**config.mk**
```make
export PLATFORM = sky130hd
export DESIGN_NAME = mult_sequencer
export DESIGN_NICKNAME = d
export VERILOG_FILES = /design/src/rtl/mult_sequencer.sv
export SDC_FILE = /design/constraint.sdc
export NUM_CORES = 1
export LEC_CHECK = 0
export ABC_AREA = 1
export ABC_CLOCK_PERIOD_IN_PS = 4200
export BUFFER_PORTS_ARGS = -buffer_cell sky130_fd_sc_hd__clkbuf_2
export CAP_MARGIN = 40
export CORE_ASPECT_RATIO = 0.5
export CORE_MARGIN = 5
export CORE_UTILIZATION = 35
export CTS_BUF_LIST = sky130_fd_sc_hd__clkbuf_16
export CTS_CLUSTER_SIZE = 8
export DETAILED_ROUTE_END_ITERATION = 10
export HOLD_SLACK_MARGIN = 0.05
export PLACE_DENSITY = 0.62
export SLEW_MARGIN = 15
export SYNTH_ARGS = -nofsm -noshare
export SYNTH_HDL_FRONTEND = slang
export SYNTH_SLANG_ARGS = --single-unit
```
**constraint.sdc**
```tcl
create_clock -name clk -period 4.2 [get_ports clk]
set_input_delay 0.84 -clock clk [delete_from_list [all_inputs] [get_ports clk]]
set_output_delay 0.84 -clock clk [all_outputs]
set_load 0.01 [all_outputs]
```
**src/rtl/mult_sequencer.sv**
```systemverilog
// Shift-add unsigned WIDTHxWIDTH->2*WIDTH multiplier driving a shared external adder, one iteration per clock.
// Latency WIDTH cycles from accepted start to done; starts while busy are dropped (no queueing).
module mult_sequencer #(
  parameter int WIDTH = 32
) (
  input  logic             clk,
  input  logic             reset,
  input  logic             start,
  input  logic [WIDTH-1:0] op_a,
  input  logic [WIDTH-1:0] op_b,
  output logic             busy,
  output logic             done,
  output logic [WIDTH-1:0] hi,
  output logic [WIDTH-1:0] lo,
  output logic [WIDTH-1:0] add_op1,
  output logic [WIDTH-1:0] add_op2,
  input  logic [WIDTH-1:0] add_out
);

  localparam int CW = $clog2(WIDTH);
  localparam logic [CW-1:0] LAST = CW'(WIDTH - 1);

  localparam logic [1:0] S_IDLE = 2'd0;
  localparam logic [1:0] S_RUN  = 2'd1;
  localparam logic [1:0] S_DONE = 2'd2;

  logic [1:0]       state_q, state_d;
  logic [WIDTH-1:0] mcand_q, mcand_d;
  logic [WIDTH-1:0] hi_q, hi_d;
  logic [WIDTH-1:0] lo_q, lo_d;
  logic [CW-1:0]    count_q, count_d;
  logic             carry;

  assign add_op1 = hi_q;
  assign add_op2 = (state_q == S_RUN && lo_q[0]) ? mcand_q : '0;

  // The shared adder has no carry-out; a wrapped sum is smaller than either operand.
  assign carry = (add_out < add_op1);

  always_comb begin
    state_d = state_q;
    mcand_d = mcand_q;
    hi_d    = hi_q;
    lo_d    = lo_q;
    count_d = count_q;
    case (state_q)
      S_IDLE, S_DONE: begin
        if (start) begin
          state_d = S_RUN;
          mcand_d = op_a;
          hi_d    = '0;
          lo_d    = op_b;
          count_d = '0;
        end else begin
          state_d = S_IDLE;
        end
      end
      S_RUN: begin
        hi_d = {carry, add_out[WIDTH-1:1]};
        lo_d = {add_out[0], lo_q[WIDTH-1:1]};
        if (count_q == LAST) begin
          state_d = S_DONE;
        end else begin
          count_d = count_q + 1'b1;
        end
      end
      default: state_d = S_IDLE;
    endcase
  end

  always_ff @(posedge clk or posedge reset) begin
    if (reset) begin
      state_q <= S_IDLE;
      mcand_q <= '0;
      hi_q    <= '0;
      lo_q    <= '0;
      count_q <= '0;
    end else begin
      state_q <= state_d;
      mcand_q <= mcand_d;
      hi_q    <= hi_d;
      lo_q    <= lo_d;
      count_q <= count_d;
    end
  end

  assign busy = (state_q == S_RUN);
  assign done = (state_q == S_DONE);
  assign hi   = hi_q;
  assign lo   = lo_q;

endmodule

```
==> implementation parameters <==
Parameter                              Value

Status
  Outcome    complete, no violations

Critical path
  Type of the worst setup path    reg -> out
  Required time at the endpoint of the critical path    3.36 ns
  Kind of capture point of the worst setup path    output pin
  Arrival time of the worst setup path    ~1.8 ns
  Worst Reg-to-Reg Cells    6
  Worst path cell trace    nor2_8 -> nand2_1 -> buf_8 -> nor2_1 -> clkbuf_2
  Setup crit start    state_q[1]
  Worst-path fanout max    17
  Critical Path Source Type    flop
  Biggest cell delay along the critical path    0.44 ns
  R2R Path Start    state_q[0]
  Master of the slowest instance on the critical path    sky130_fd_sc_hd__dfrtp_1

Logic synthesis
  Most used DFF post-synth    sky130_fd_sc_hd__dfrtp_1
  Register area share after synthesis    0.4897
  Synth top area share    0.4897
  Synth Area in XOR/XNOR    0
  Main combinational cell family by area after synthesis    simple AND/OR/NAND/NOR gates
  Cell taking the most area after synthesis    sky130_fd_sc_hd__dfrtp_1
  Library cell with the highest instance count after synthesis    sky130_fd_sc_hd__nand2_1
  Adder and majority gate portion of the synthesized area    0.07844
  Synthesized instance count    634
  Top cells by area, synth    sky130_fd_sc_hd__dfrtp_1, sky130_fd_sc_hd__nand2_1, sky130_fd_sc_hd__o21ai_0, sky130_fd_sc_hd__ha_1, sky130_fd_sc_hd__nor2_1
  Syn Area/Cell    ~8.3 sq um
  Top post-synthesis cells by count    sky130_fd_sc_hd__nand2_1, sky130_fd_sc_hd__dfrtp_1, sky130_fd_sc_hd__nor2_1
  Fraction of the mapped netlist area in compound gates    0.1348
  Post-Syn Nets    766
  Synth Area in Simple Gates    0.1702
  Number of different library cells in the post-synthesis netlist    25
  Portion of netlist area occupied by mux cells    0
  Flops & latches, synth    between 100 and 150
  Number of enable-type register cells in the synthesized netlist    0
  Synth warnings    0
  Async set-reset flop share out of synthesis    1.000
  Mapped Area    ~5300 sq um

Timing
  Setup Viol. Count Final    0
  Fmax    0.3838 GHz
  Final total negative setup slack    0 ns
  Worst Tran Pin Value    0.8110 ns
  Unrepaired setup endpoints after global routing    false
  Number of max-slew violations in the final report    0
  Max-slew headroom at the worst pin    0.4574
  Ratio of final minimum period to clock period    0.6204
  Post-Route Skew    0.009282 ns
  Final critical delay including setup and external delays    2.606 ns
  Final hold violation count    0

Floorplan
  Initial core utilization    0.3609
  Floorplan die height    96.72 um
  IO Count    between 200 and 250
  Number of cell rows    31
  Core region area    14580 sq um
  Die width    183.4 um
  Die Area    17740 sq um

Clock network
  Insertion delay to the later sink of the worst-skew pair    0.35 ns
  Htree depth    3
  Clock Sinks    slightly above 100
  Clock tree from TritonCTS    done
  CTS max path bufs    2
  Count of instances resized after the clock tree is built    0
  Number of hold buffers added after CTS    0
  Clock transition at the registers of the reported paths    roughly 0.080 ns
  Clock root buffer    sky130_fd_sc_hd__clkbuf_16
  Post-CTS repair timing setup buffer count    0
  Number of buffers created by CTS    9

Global route
  Layer with the highest usage after global routing    met2
  Initial antenna violation count    0
  Number of global-route vias before repair    4491
  Met1 track demand over resource    0.1768
  GRT met2 Usage    0.2690
  Routing usage on met3    0.02736
  Aggregate global routing overflow    0
  Overall track demand over capacity in global routing    0.1481
  Largest net degree at the start of global routing    60
  Wire length of the first global-routing pass    ~22 mm

Place
  Port Buf Inserts    between 200 and 250
  Half-perimeter wire length after placement    around 10 mm
  Routability cong.    0.7862

Detailed routing
  Final routed wire length divided by cell count    13.13 um
  Total via count after detailed routing    4608
  Average vias per placed instance    4.504
  Final antenna-violating net count    0
  Drt pass-1 iters    4
  Number of DRC markers after the initial detailed-route iteration    about 180
  Total length of routed wires    between 10 and 15 mm
  Drc violations    0

Power and ir drop
  Leakage power of the design    3.591 nW
  Worst supply voltage drop on vdd    0.3390 mV
  PD cells    755.4 nW/um^2

Flow run
  Max_cap viols    0

Cells and area
  Number of inserted diodes    0
  Final core area utilization    0.4571
  Area Growth Syn to Fin    26.65%
  Share of post-route cells with drive strength above 1    0.3152
  Nets    952

Min path
  HP Class    in -> async
logic make-up (layout without fill, tap and decap cells):
logic type,after synthesis,in the layout
AO/OA/AOI/OAI,136,136
adder cells (fa/ha/maj),33,33
buffers and inverters,138,329
flip-flops,103,103
AND/OR/NAND/NOR,224,224
critical path: cells and delay by family, from the launching register on:
kind,cells,cell delay (ns)
and+or+nand+nor,3,0.57
DFF,1,0.44
buffers and inverters,2,0.43
cells in the final DEF (no fill, tap or decap), types with 2 or more instances in the layout:
cell	Yosys	routed
sky130_fd_sc_hd__a21oi_1	33	33
sky130_fd_sc_hd__a22o_1	2	2
sky130_fd_sc_hd__buf_4	35	3
sky130_fd_sc_hd__clkbuf_16	0	9
sky130_fd_sc_hd__clkbuf_2	3	228
sky130_fd_sc_hd__dfrtp_1	103	103
sky130_fd_sc_hd__ha_1	33	33
sky130_fd_sc_hd__inv_1	75	74
sky130_fd_sc_hd__inv_2	3	3
sky130_fd_sc_hd__inv_4	1	2
sky130_fd_sc_hd__inv_6	0	4
sky130_fd_sc_hd__nand2_1	116	116
sky130_fd_sc_hd__nand3_1	3	3
sky130_fd_sc_hd__nor2_1	93	93
sky130_fd_sc_hd__nor2_4	2	2
sky130_fd_sc_hd__nor3_1	6	6
sky130_fd_sc_hd__o21ai_0	83	83
sky130_fd_sc_hd__o21ai_1	2	2
sky130_fd_sc_hd__o22ai_1	15	15
power breakdown:
part	internal (W)	total, W	switching (W)
Sequential	0.00147	0.00177	0.000302
Clock	0.000421	0.000836	0.000415
Combinational	0.000906	0.00243	0.00152
Total	0.00280	0.00504	0.00224
state kept, by name (all words and copies together) (netlist names):
register / cells
state_q: 2
lo: 32
count_q: 5
add_op1: 32
mcand_q: 32
metal layers:
| metal | vias to the layer above | part of all wire |
|---|---|---|
| met2 | 108 | 0.52 |
| met1 | 2125 | 0.41 |
| met4 | 0 | 0.024 |
| met5 | - | 0 |
| met3 | 24 | 0.042 |
| li1 | 2351 | - |
path summary, 6_finish.rpt:
check                               to  slack, ns
max in group asynchronous  mcand_q[26]       2.81
min in group clk            count_q[4]       0.51
hold / removal              add_op1[6]       0.47
setup / recovery           add_op2[30]       1.59
hold reg to reg             count_q[4]       0.51
setup reg to reg           add_op1[18]       2.09
area by class of cell:
class                   count  area, sq um
clock buffers               9        225.2
repair buffers            234         1226
inverters                  79        301.5
flip-flops and latches    103         2577
clock inverters             7        70.07
multi-input cells         393         2018
well taps                 198        247.7
fillers                  1484         7918
per-stage QoR:
step / worst slack (ns) / hold WS (ns) / area (sq um) / total power (W) / cells
6_report: 1.594 / 0.4662 / 6666 / 0.005035 / 1023
5_1_grt: 1.394 / 0.4951 / 6666 / 0.005502 / 1023
4_1_cts: 1.565 / 0.4701 / 6666 / 0.005126 / 1023
3_5_place_dp: 1.652 / 0.4923 / 6371 / 0.004268 / 1007
3_3_place_gp: 1.693 / 0.4915 / 6309 / 0.004193 / 1004
2_1_floorplan: 0.6562 / 0.4723 / 5264 / 0.003497 / 634
No activity file was read; power rests on OpenSTA's default activity.
